==> config.mk <==
export PLATFORM = sky130hd
export DESIGN_NAME = moon_hit_manager
export DESIGN_NICKNAME = d
export VERILOG_FILES = /design/src/rtl/stg_pkg.sv /design/src/rtl/hit_box_cmp.sv /design/src/rtl/moon_hit_manager.sv
export SDC_FILE = /design/constraint.sdc
export NUM_CORES = 1
export LEC_CHECK = 0
export BUFFER_PORTS_ARGS = -buffer_cell sky130_fd_sc_hd__buf_4
export CORE_MARGIN = 4
export CORE_UTILIZATION = 37
export DETAILED_ROUTE_END_ITERATION = 16
export GPL_ROUTABILITY_DRIVEN = 0
export PLACE_DENSITY = 0.74
export SYNTH_ARGS = -nofsm -noshare
export SYNTH_HDL_FRONTEND = slang
export SYNTH_SLANG_ARGS = --single-unit
==> constraint.sdc <==
create_clock -name i_clk -period 1.4 [get_ports i_clk]
set_input_delay 0.07 -clock i_clk [delete_from_list [all_inputs] [get_ports i_clk]]
set_output_delay 0.07 -clock i_clk [all_outputs]
set_load 0.01 [all_outputs]
==> src/rtl/stg_pkg.sv <==
// rtl/stg_pkg.sv - shared stage types and screen/game constants for the moon stage
package stg_pkg;

   typedef enum logic [1:0] {
      ALIVE  = 2'd0,
      INVULN = 2'd1,
      DEAD   = 2'd2
   } state_t;

   localparam int SCREEN_W       = 384;
   localparam int SCREEN_H       = 448;
   localparam int DEF_LIVES      = 3;
   localparam int DEF_INV_FRAMES = 120;

endpackage

==> src/rtl/hit_box_cmp.sv <==
// rtl/hit_box_cmp.sv - combinational square hit box: |ax-bx| < HIT_R and |ay-by| < HIT_R
module hit_box_cmp
   import stg_pkg::*;
#(
   parameter int HIT_R = 24
) (
   input  logic [9:0] i_ax,
   input  logic [9:0] i_ay,
   input  logic [9:0] i_bx,
   input  logic [9:0] i_by,
   output logic       o_hit
);

   logic signed [10:0] w_dx;
   logic signed [10:0] w_dy;
   logic [10:0]        w_adx;
   logic [10:0]        w_ady;

   // 11-bit signed difference covers the full 10-bit coordinate range without overflow
   assign w_dx  = $signed({1'b0, i_ax}) - $signed({1'b0, i_bx});
   assign w_dy  = $signed({1'b0, i_ay}) - $signed({1'b0, i_by});
   assign w_adx = w_dx[10] ? $unsigned(-w_dx) : $unsigned(w_dx);
   assign w_ady = w_dy[10] ? $unsigned(-w_dy) : $unsigned(w_dy);

   assign o_hit = (w_adx < 11'(HIT_R)) && (w_ady < 11'(HIT_R));

endmodule

==> src/rtl/moon_hit_manager.sv <==
// rtl/moon_hit_manager.sv - player/moon contact, lives, invulnerability and game-over state
// Optional HIT_BOX_EN adds a coordinate hit box evaluated at frame_tick.
module moon_hit_manager
   import stg_pkg::*;
#(
   parameter int LIVES       = DEF_LIVES,
   parameter int INV_FRAMES  = DEF_INV_FRAMES,
   parameter int BLINK_SHIFT = 2,
   parameter int HIT_R       = 24
) (
   input  logic       i_clk,
   input  logic       i_reset,
   input  logic       i_frame_tick,
   input  logic       i_restart,
   input  logic       i_player_on,
   input  logic       i_moon_on,
   input  logic [9:0] i_player_x,
   input  logic [9:0] i_player_y,
   input  logic [9:0] i_moon_x,
   input  logic [9:0] i_moon_y,
   output logic [2:0] o_lives,
   output logic       o_invuln,
   output logic       o_blink,
   output logic       o_hit,
   output logic       o_game_over
);

   localparam int CW = $clog2(INV_FRAMES + 1);

   state_t          r_state;
   state_t          w_state_nxt;
   logic [2:0]      r_lives;
   logic [2:0]      w_lives_nxt;
   logic [CW-1:0]   r_inv_cnt;
   logic [CW-1:0]   w_inv_cnt_nxt;
   logic            r_hit;
   logic            w_hit_nxt;
   logic            r_latch;
   logic            w_latch_nxt;
   logic            w_overlap;
   logic            w_box_hit;
   logic            w_outcome;

`ifdef HIT_BOX_EN
   hit_box_cmp #(
      .HIT_R (HIT_R)
   ) u_hit_box_cmp (
      .i_ax  (i_player_x),
      .i_ay  (i_player_y),
      .i_bx  (i_moon_x),
      .i_by  (i_moon_y),
      .o_hit (w_box_hit)
   );
`else
   logic w_unused_box;
   assign w_unused_box = ^{i_player_x, i_player_y, i_moon_x, i_moon_y, 10'(HIT_R)};
   assign w_box_hit    = 1'b0;
`endif

   assign w_overlap = i_player_on && i_moon_on;
   // overlap in the tick cycle itself still belongs to the frame being closed
   assign w_outcome = r_latch || w_overlap || w_box_hit;
   assign w_latch_nxt = i_frame_tick ? 1'b0 : (r_latch || w_overlap);

   always_comb begin
      w_state_nxt   = r_state;
      w_lives_nxt   = r_lives;
      w_inv_cnt_nxt = r_inv_cnt;
      w_hit_nxt     = 1'b0;
      if (i_frame_tick) begin
         case (r_state)
            ALIVE: begin
               if (w_outcome) begin
                  w_hit_nxt = 1'b1;
                  if (r_lives > 3'd1) begin
                     w_lives_nxt   = r_lives - 3'd1;
                     w_inv_cnt_nxt = CW'(INV_FRAMES);
                     w_state_nxt   = INVULN;
                  end else begin
                     w_lives_nxt = 3'd0;
                     w_state_nxt = DEAD;
                  end
               end
            end
            INVULN: begin
               if (r_inv_cnt > CW'(1)) begin
                  w_inv_cnt_nxt = r_inv_cnt - CW'(1);
               end else begin
                  w_inv_cnt_nxt = '0;
                  w_state_nxt   = ALIVE;
               end
            end
            DEAD: begin
               if (i_restart) begin
                  w_lives_nxt = 3'(LIVES);
                  w_state_nxt = ALIVE;
               end
            end
            default: begin
               w_state_nxt = ALIVE;
            end
         endcase
      end
   end

   always_ff @(posedge i_clk or negedge i_reset) begin
      if (!i_reset) begin
         r_state   <= ALIVE;
         r_lives   <= 3'(LIVES);
         r_inv_cnt <= '0;
         r_hit     <= 1'b0;
         r_latch   <= 1'b0;
      end else begin
         r_state   <= w_state_nxt;
         r_lives   <= w_lives_nxt;
         r_inv_cnt <= w_inv_cnt_nxt;
         r_hit     <= w_hit_nxt;
         r_latch   <= w_latch_nxt;
      end
   end

   assign o_lives     = r_lives;
   assign o_invuln    = (r_state == INVULN);
   assign o_blink     = (r_state == INVULN) && r_inv_cnt[BLINK_SHIFT];
   assign o_hit       = r_hit;
   assign o_game_over = (r_state == DEAD);

endmodule
==> results of run 1 <==
==> kinds of logic (layout without fill, tap and decap cells) <==
group	count (synthesis)	in the layout	share of synthesized area
compound gates	27	27	0.267
flops	14	14	0.437
buf+inv	10	47	0.0481
simple gates	29	29	0.189
mux	1	1	0.0124
fa+ha+maj	3	3	0.0465
==> power groups by stage <==
stage | Sequential (mW) | Clock, mW | Combinational [mW]
after detailed placement | 0.620 | 0 | 0.645
after global routing | 0.644 | 0.316 | 0.881
final | 0.632 | 0.296 | 0.796
after floorplan | 0.633 | 0 | 0.320
after global placement | 0.610 | 0 | 0.611
after CTS | 0.607 | 0.302 | 0.699
==> metrics by stage <==
stage / power [mW] / setup TNS, ns / hold slack, ns
2_1_floorplan: 0.953 / 0 / -0.226
3_3_place_gp: 1.22 / 0 / -0.0671
3_5_place_dp: 1.27 / -0.146 / -0.0676
4_1_cts: 1.61 / 0 / 0.128
5_1_grt: 1.84 / -0.221 / 0.132
6_report: 1.72 / 0 / 0.118
==> per-layer routing <==
metal / up-vias / share of wire / GRT usage / routed length [um]
li1: 376 / - / - / -
met1: 403 / 0.41 / 0.184 / 938
met2: 18 / 0.55 / 0.285 / 1270
met3: 4 / 0.029 / 0.0327 / 66
met4: 0 / 0.013 / 0.0581 / 31
met5: - / 0 / 0 / 0
==> what timing repair did <==
action                     CTS  global route
gates resized for setup      6            22
hold buffers                 2             0
setup buffers                4             6
pin swaps                    5             4
hold endpoints to repair    15             0
setup endpoints to repair    7            11
==> critical path, stage by stage, from the launching register on <==
cell and delay [ns]:
dfrtp_2 0.46, nand2b_4 0.18, o31ai_4 0.33, nand3_2 0.14, o22ai_1 0.20
==> sequential cells by signal, summed over array words and instances, names as in the netlist <==
| name | flops |
|---|---|
| r_state | 2 |
| o_lives | 3 |
| r_inv_cnt | 7 |
| r_latch | 1 |
| o_hit | 1 |
==> path summary, 6_finish.rpt <==
path                           endpoint  slack, ns  cells past startpoint
max                        r_inv_cnt[1]      0.002                      4
min                             r_latch       0.12                      3
max reg2reg                r_inv_cnt[1]      0.002                      4
max in group asynchronous    o_lives[0]       0.98                      2
min reg2reg                r_inv_cnt[6]       0.55                      2
min in group asynchronous  r_inv_cnt[1]       0.17                      2
==> cell type report <==
type | count | area, um2 | share of cell area
timing repair buffer | 34 | 268 | 0.216
inverter | 9 | 33.8 | 0.0273
clock buffer | 4 | 36.3 | 0.0293
sequential | 14 | 355 | 0.287
tap | 27 | 33.8 | 0.0273
multi-input combinational | 60 | 510 | 0.413
==> cells in the final DEF (no fill, tap or decap), types with 3 or more instances in the layout <==
cell,synthesis,final
nor2b_4,0,3
inv_1,9,6
inv_2,0,3
nand3_1,5,4
nor2_1,10,9
a21o_1,3,3
buf_4,0,30
a21oi_1,10,6
a21oi_2,1,4
clkbuf_4,0,3
dfrtp_1,12,10
==> flow_metrics.py, run 1 <==
metrics = {
    "outcome": {
        "outcome": "completed",
    },
    "placed_design": {
        "place_inst": 133,
        "dpl.hpwl_mm": 1.41,
        "numPortBuffers": 12,
        "placed_area_um2": 1010,
        "place_ws_ns": -0.0649,
    },
    "flow_run": {
        "maxCapViolCount": 0,
    },
    "detailed_routing": {
        "finalWirelength_mm": 2.30,
        "antenna_left": 0,
        "drt-initial-drc-count": 15,
        "viasPerCell": 5.41,
        "num_vias": 801,
        "drt_first_pass_iters": 4,
        "drc_errors": 0,
        "wl_per_cell_um": 15.6,
    },
    "yosys": {
        "yosys_warnings": 0,
        "ys_seq_elements": 14,
        "synthArstFlopShare": 1.00,
        "synthDominantCellAreaShare": 0.372,
        "synth_most_common_cell": "dfrtp_1",
        "yosysTopAreaCell": "dfrtp_1",
        "syn_nets": 133,
        "netlist_area_um2": 807,
        "seq_area_frac_synth": 0.437,
        "synth_edf_count": 0,
        "synth_top_cells_by_count": "dfrtp_1, a21oi_1, nor2_1",
        "synth.distinct_cells": 31,
        "synth_area_leaders": "dfrtp_1, dfstp_2, a21oi_1",
        "avgSynthCellArea_um2": 9.61,
        "synthCells": 84,
        "synth_flop_cell": "dfrtp_1",
    },
    "finish": {
        "utilization": 0.612,
        "antenna_cells": 0,
        "area_delta_synth_final_pct": 53.3,
        "drive_gt1_frac": 0.512,
        "nNetsFinal": 171,
        "fill_cells": 166,
        "layout.cells.non_filler": 148,
        "final_area_um2": 1240,
    },
    "global_routing": {
        "grt_overflow": 0,
        "grt_max_degree": 15,
        "grt_pass1_wl_mm": 3.44,
        "first_global_vias": 823,
        "antenna_found_initial": 0,
        "grt_use_total": 0.159,
    },
    "sta": {
        "period_share": 0.999,
        "skew_ns": 0.00310,
        "max_clock_freq_mhz": 715,
        "min_period_ns": 1.40,
        "rsz0062_at_grt": "yes",
        "tightestPinTransition_ns": 0.333,
        "drv_slew": 0,
        "hold_viol": 0,
        "slew-limit-headroom": 0.776,
        "finalSetupViolCount": 0,
        "fin_ws_ns": 0.00186,
    },
    "worst_hold_path": {
        "min_path_type": "input pin to register",
        "worstHoldStart": "i_moon_on",
    },
    "clock_network": {
        "clock_latency_ns": 0.28,
        "htreeDepth": 1,
        "numCtsBuffers": 3,
        "cts_sinks": 14,
        "cts_tree": "built",
        "clock-root-buffer": "clkbuf_4",
        "clock_path_buffers": 2,
        "clk_pin_slew_ns": 0.09,
    },
    "worst_setup_path": {
        "r2r_start": "r_state[1]",
        "worst_setup_path_end_kind": "register",
        "critPathRequiredTime_ns": 1.59,
        "worstSetupStartpointType": "register",
        "cp_data_arrival_time_ns": 1.59,
        "crit_start": "r_state[1]",
        "crit_path_max_fanout": 5,
        "worstSetupPathType": "register to register",
    },
    "power": {
        "irDropWorstVdd_mv": 1.13,
        "power_leakage_nw": 0.557,
        "power_frac_comb": 0.462,
        "clkPwrFrac": 0.171,
        "internal-power_mw": 1.07,
        "p_per_area_nw_per_um2": 1390,
        "switchingPower_mw": 0.653,
        "pwr-share-seq": 0.367,
        "power_switching_share": 0.379,
    },
    "floorplan": {
        "std_cell_rows": 16,
        "die_y_um": 54.7,
        "die_w_um": 54.7,
        "initial_core_util": 0.399,
        "io_pins": 53,
        "die_area_um2": 2990,
        "core-area_um2": 2020,
    },
}
Note: power is estimated with default switching activity, not from simulation.
==> inputs of run 2 (changes only) <==
Settings changed: CORE_UTILIZATION 37 to 41, PLACE_DENSITY 0.74 to 0.77, SLEW_MARGIN from default to 15.
Clock period 1.4 ns to 1.3 ns, I/O delays scaled along.
==> run 2 against run 1 <==
Net effect: the run now ends with negative setup slack left; sequential power is 8.1% higher; hold slack worse by 0.076 ns; sequential cell count unchanged; final cell count is the same; cell area up 1.4%; largest cell class unchanged.
==> flow_metrics.py, run 2 (same netlist as run 1, synthesis figures left out) <==
metrics = {
    "sta": {
        "rsz0062_at_grt": "yes",
        "max_clock_freq_mhz": 740,
        "drv_slew": 0,
        "hold_viol": 0,
        "tightestPinTransition_ns": 0.311,
        "min_period_ns": 1.35,
        "period_share": 1.04,
        "slew-limit-headroom": 0.792,
        "finalSetupViolCount": 6,
        "skew_ns": 0.0106,
        "fin_ws_ns": -0.0519,
    },
    "floorplan": {
        "io_pins": 53,
        "initial_core_util": 0.448,
        "core-area_um2": 1800,
        "die_area_um2": 2740,
        "std_cell_rows": 15,
        "die_y_um": 52.4,
        "die_w_um": 52.4,
    },
    "finish": {
        "final_area_um2": 1250,
        "regMostFlops": "r_inv_cnt",
        "layout_common_cells": "buf_4, dfrtp_1, a21oi_1",
        "layout.cells.non_filler": 148,
        "nNetsFinal": 173,
        "area_delta_synth_final_pct": 55.5,
        "final_common_cell": "buf_4",
        "fill_cells": 145,
        "largest_reg_flops": 7,
        "antenna_cells": 0,
        "drive_gt1_frac": 0.520,
    },
    "clock_network": {
        "cts_tree": "built",
        "clock_latency_ns": 0.29,
        "htreeDepth": 1,
        "clk_pin_slew_ns": 0.09,
        "clock_path_buffers": 2,
        "cts_sinks": 14,
        "clock-root-buffer": "clkbuf_4",
        "numCtsBuffers": 3,
    },
    "detailed_routing": {
        "finalWirelength_mm": 2.03,
        "drt-initial-drc-count": 7,
        "maxUsedRoutingLayer": "met4",
        "num_vias": 774,
        "antenna_left": 0,
        "drt_first_pass_iters": 4,
        "drc_errors": 0,
        "wl_met3_um": 78,
        "route.met2.wl_mm": 1.06,
        "wl_per_cell_um": 13.7,
        "wl_met1_um": 875,
        "viasPerCell": 5.23,
    },
    "global_routing": {
        "first_global_vias": 789,
        "antenna_found_initial": 0,
        "grt_overflow": 0,
        "grt_pass1_wl_mm": 3.34,
        "grt_max_degree": 15,
        "grt_use_total": 0.164,
    },
    "flow_run": {
        "maxCapViolCount": 0,
    },
    "placed_design": {
        "dpl.hpwl_mm": 1.37,
        "place_inst": 137,
        "placed_area_um2": 1050,
        "numPortBuffers": 12,
    },
    "worst_setup_path": {
        "r2r_start": "r_state[1]",
        "crit_slowest_cell": "dfrtp_2",
        "r2r-end": "r_inv_cnt[4]",
        "critPathRequiredTime_ns": 1.51,
        "cp_data_arrival_time_ns": 1.56,
        "r2r_cells": 5,
        "crit_family": "flip-flops",
        "cp_cell_sequence": "nand2b_4 -> o31ai_4 -> buf_4 -> a21oi_1 -> nor2_1",
        "worstSetupPathType": "register to register",
        "slowest_delay_ns": 0.46,
        "crit_buf_inv": 1,
        "worstSetupStartpointType": "register",
        "worst_setup_path_end_kind": "register",
        "r2r_slack_ns": -0.05,
        "crit_path_max_fanout": 5,
    },
    "worst_hold_path": {
        "min_path_type": "input pin to register",
        "worstHoldStart": "i_frame_tick",
        "min_to": "r_state[1]",
        "hold_depth": 2,
    },
    "outcome": {
        "outcome": "finished, violations left",
        "failed_checks": "negative setup slack",
    },
    "power": {
        "irDropWorstVdd_mv": 1.09,
        "p_per_area_nw_per_um2": 1480,
        "power_leakage_nw": 0.566,
    },
}
## run 2: changes by cell type in the layout (fill, tap and decap cells not counted), sizes merged
cell / change
buf: +2
## run 2: metal layers
metal | GRT usage | vias to the layer above
li1 | - | 382
met1 | 0.196 | 366
met2 | 0.289 | 22
met3 | 0.0256 | 4
met4 | 0.0638 | 0
met5 | 0 | -
## run 2: area by class of cell
cell class,instances,area (um2),share of cell area
flip-flops and latches,14,355,0.283
well taps,25,31.3,0.0249
inverters,9,33.8,0.0269
clock buffers,4,36.3,0.0289
multi-input cells,60,519,0.414
repair buffers,36,279,0.222
## run 2: report_power, final
group | switching, mW | internal, mW | total [mW]
registers | 0.118 | 0.564 | 0.683
logic | 0.423 | 0.431 | 0.854
clock network | 0.148 | 0.170 | 0.319
## run 2: repair_timing
action                                 in CTS  in global routing
buffers inserted                            2                  3
pin swaps                                   3                  8
resized for setup                          17                 12
setup endpoints to repair                  13                 13
hold buffers                                2                  0
endpoints found under the hold margin      15                  0
## run 2: how the worst max path moves through the flow
stage | startpoint | to | depth (start not counted)
floorplan | o_lives[1] | r_inv_cnt[0] | 4
global placement | r_inv_cnt[5] | r_state[0] | 3
detailed placement | r_inv_cnt[0] | r_inv_cnt[6] | 6
CTS | r_state[1] | o_lives[1] | 5
global route | r_state[1] | r_inv_cnt[0] | 4
finish | r_state[1] | r_inv_cnt[4] | 5
## run 2: per-stage QoR
stage / setup WS, ns / hold WS, ns / setup TNS (ns) / util / power, mW
2_1_floorplan: -0.000456 / -0.231 / -0.000456 / - / 1.03
3_3_place_gp: -0.0604 / -0.0757 / -0.271 / 0.583 / 1.35
4_1_cts: -0.0206 / 0.0285 / -0.0886 / 0.660 / 1.79
6_report: -0.0519 / 0.0414 / -0.112 / 0.697 / 1.86
5_1_grt: -0.0886 / 0.0475 / -0.672 / 0.697 / 1.98
3_5_place_dp: -0.131 / -0.0745 / -0.476 / 0.583 / 1.39
## run 2: worst register-to-register path: cells and delay by family (launching register included)
| family | cells | cell delay (ns) |
|---|---|---|
| flip-flops | 1 | 0.46 |
| AO/OA/AOI/OAI | 2 | 0.36 |
| AND/OR/NAND/NOR | 2 | 0.27 |
| buffers and inverters | 1 | 0.18 |
==> inputs of run 3 (changes only) <==
Settings changed: BUFFER_PORTS_ARGS -buffer_cell sky130_fd_sc_hd__buf_4 to default, CORE_MARGIN 4 to 5, CORE_UTILIZATION 41 to 59, DONT_BUFFER_PORTS from default to 1, PLACE_DENSITY 0.77 to 0.74.
==> run 3 against run 2 <==
Net effect: the run now fails in 5_1_grt; synthesized cell count unchanged; synthesized area unchanged.
==> flow_metrics.py, run 3 <==
metrics = {
    "clock_network": {
        "clock_path_buffers": 2,
        "clock-root-buffer": "clkbuf_4",
        "htreeDepth": 1,
        "numCtsBuffers": 3,
        "cts_sinks": 14,
    },
    "yosys": {
        "synth_area_leaders": "dfrtp_1, dfstp_2, a21oi_1",
        "synth_top_cells_by_count": "dfrtp_1, a21oi_1, nor2_1",
        "synth_flop_cell": "dfrtp_1",
        "synth_most_common_cell": "dfrtp_1",
        "seq_area_frac_synth": 0.437,
        "ys_seq_elements": 14,
        "netlist_area_um2": 807,
        "synthArstFlopShare": 1.00,
        "avgSynthCellArea_um2": 9.61,
        "synth_edf_count": 0,
        "syn_nets": 133,
        "yosys_warnings": 0,
        "synthDominantCellAreaShare": 0.372,
        "synth.distinct_cells": 31,
        "synthCells": 84,
        "yosysTopAreaCell": "dfrtp_1",
    },
    "floorplan": {
        "initial_core_util": 0.620,
        "io_pins": 53,
        "die_y_um": 47.0,
        "std_cell_rows": 13,
        "die_w_um": 47.0,
    },
    "sta": {
        "worst_endpoint": "r_inv_cnt[2]$_DFFE_PN0P_/D",
        "worst-endpoint-pin-kind": "register data pin",
    },
    "placed_design": {
        "numPortBuffers": 0,
        "place_inst": 119,
        "dpl.hpwl_mm": 1.35,
    },
    "outcome": {
        "stop_stage": "5_1_grt",
        "error_line": "[ERROR DPL-0038] Utilization greater than 100%, impossible to legalize",
        "outcome": "aborted with a tool error",
    },
    "global_routing": {
        "grt_max_degree": 15,
    },
}
## run 3: cell counts after synthesis
Identical to the previous run, type by type.
## run 3: cells by family after synthesis
| logic type | share of synthesized area |
|---|---|
| muxes | 0.0124 |
| buffers and inverters | 0.0481 |
| DFF | 0.437 |
| AOI/OAI and AO/OA | 0.267 |
| adders and majority gates | 0.0465 |
| and+or+nand+nor | 0.189 |
## run 3: stage by stage
| stage | utilization | hold WS, ns | setup slack [ns] | cell area (um2) |
|---|---|---|---|---|
| 2_1_floorplan | - | -0.231 | -0.000456 | 807 |
| 3_3_place_gp | 0.752 | -0.230 | -0.0669 | 978 |
| 3_5_place_dp | 0.752 | -0.230 | -0.142 | 978 |
| 4_1_cts | 0.911 | 0.0757 | -0.0644 | 1180 |
## run 3: repair_timing
| action | 4_1_cts |
|---|---|
| resized for setup | 26 |
| pin swaps | 7 |
| setup endpoints to repair | 11 |
| setup buffers | 6 |
| hold buffers | 4 |
| endpoints found under the hold margin | 17 |
==> inputs of run 4 (changes only) <==
Settings changed: CORE_AREA from default to 5 5 66 68, CORE_MARGIN 5 to default, CORE_UTILIZATION 59 to default, DIE_AREA from default to 0 0 71 73, PLACE_DENSITY 0.74 to default, PLACE_DENSITY_LB_ADDON from default to 0.15.
==> run 4 against run 3 <==
Net effect: the flow now finishes, with violations (negative hold slack, negative setup slack).
==> flow_metrics.py, run 4 (same netlist as run 1, synthesis figures left out) <==
metrics = {
    "outcome": {
        "outcome": "finished, violations left",
        "failed_checks": "negative hold slack, negative setup slack",
    },
    "floorplan": {
        "io_pins": 53,
        "core-area_um2": 3800,
        "die_area_um2": 5180,
        "die_y_um": 73,
        "std_cell_rows": 23,
        "die_w_um": 71,
        "initial_core_util": 0.212,
    },
    "sta": {
        "finalSetupViolCount": 6,
        "period_share": 1.02,
        "drv_slew": 0,
        "max_clock_freq_mhz": 754,
        "fin_ws_ns": -0.0271,
        "min_period_ns": 1.33,
        "rsz0062_at_grt": "yes",
        "tightestPinTransition_ns": 0.681,
        "hold_viol": 1,
        "setup_tns_ns": -0.0556,
        "skew_ns": 0.000908,
        "slew-limit-headroom": 0.544,
        "hold_ws_ns": -0.000705,
    },
    "worst_setup_path": {
        "worstSetupStartpointType": "register",
        "crit_path_max_fanout": 5,
        "critPathRequiredTime_ns": 1.48,
        "worstSetupPathType": "register to register",
        "worst_setup_path_end_kind": "register",
        "r2r_cells": 5,
        "cp_data_arrival_time_ns": 1.50,
        "crit_start": "r_state[1]",
        "r2r_start": "r_state[1]",
    },
    "detailed_routing": {
        "antenna_left": 0,
        "drc_errors": 0,
        "wl_per_cell_um": 12.5,
        "num_vias": 751,
        "drt-initial-drc-count": 30,
        "finalWirelength_mm": 2.09,
        "drt_first_pass_iters": 4,
        "viasPerCell": 4.47,
    },
    "clock_network": {
        "htreeDepth": 1,
        "clock-root-buffer": "clkbuf_8",
        "clock_latency_ns": 0.24,
        "clock_path_buffers": 2,
        "numCtsBuffers": 3,
        "cts_tree": "built",
        "cts_hold_buffers": 2,
        "cts_sinks": 14,
        "clk_pin_slew_ns": 0.06,
    },
    "finish": {
        "utilization": 0.333,
        "antenna_cells": 0,
        "final_common_cell": "buf_4",
        "largest_reg_flops": 7,
        "layout_common_cells": "buf_4, dfrtp_1, a21oi_1",
        "area_delta_synth_final_pct": 56.7,
        "nNetsFinal": 168,
        "drive_gt1_frac": 0.517,
        "regMostFlops": "r_inv_cnt",
    },
    "power": {
        "irDropWorstVdd_mv": 0.786,
        "p_total_mw": 1.99,
        "p_per_area_nw_per_um2": 1570,
        "power_leakage_nw": 0.562,
    },
    "worst_hold_path": {
        "worstHoldStart": "i_frame_tick",
        "min_path_type": "input pin to register",
        "hold_depth": 2,
    },
    "global_routing": {
        "grt_max_degree": 15,
        "grt_overflow": 0,
        "antenna_found_initial": 0,
        "first_global_vias": 761,
        "grt_pass1_wl_mm": 3.49,
        "grt_use_total": 0.0859,
    },
    "placed_design": {
        "dpl.hpwl_mm": 1.51,
        "numPortBuffers": 0,
    },
    "flow_run": {
        "maxCapViolCount": 0,
    },
}
==> run 4: where the power goes <==
part	leakage, nW	switching [mW]	total, mW	internal, mW
logic	0.377	0.435	0.897	0.462
registers	0.155	0.103	0.668	0.565
clock network	0.0288	0.155	0.423	0.268
total	0.562	0.693	1.99	1.29
==> run 4: critical path, cell delays in order, from the launching register on <==
cell,delay (ns)
dfrtp_1,0.42
nand2b_4,0.18
buf_4,0.14
buf_4,0.13
nor4_1,0.25
a221o_1,0.15
==> run 4: final timing paths <==
kind | slack [ns] | endpoint
setup / recovery | -0.03 | r_state[0]
hold / removal | -0.0007 | o_hit
setup reg to reg | -0.03 | r_state[0]
hold reg to reg | 0.56 | r_inv_cnt[6]
max in group asynchronous | 0.52 | r_state[0]
min in group asynchronous | 0.30 | r_inv_cnt[2]
==> run 4: timing repair <==
action                     4_1_cts  5_1_grt
pin swaps                        5        8
hold endpoints to repair        16        1
setup buffers                    1        3
resized for setup               16       13
setup endpoints to repair       12       13
==> run 4: layout make-up <==
cell class                 instances  area, um2
sequential                        14        354
timing repair buffer              31        245
inverter                           9       33.8
tap                               50       62.6
multi-input combinational         60        514
fill                             401       2530
clock buffer                       4       55.1
==> run 4: through the flow <==
stage / std cells / instance area [um2] / worst slack (ns)
after floorplan: 84 / 807 / -0.000456
after global placement: 159 / 1060 / -0.0880
after detailed placement: 159 / 1060 / -0.0824
after CTS: 165 / 1190 / -0.0450
after global routing: 168 / 1260 / -0.0783
final: 168 / 1260 / -0.0271
==> run 4: routing by layer <==
metal  wire, um  part of all wire  global-route usage  up-vias
met2       1100              0.52               0.153       11
met5          0                 0                   0        -
met4         19            0.0091              0.0251        0
li1           -                 -                   -      371
met3         87             0.042              0.0372        2
met1        888              0.42              0.0922      367
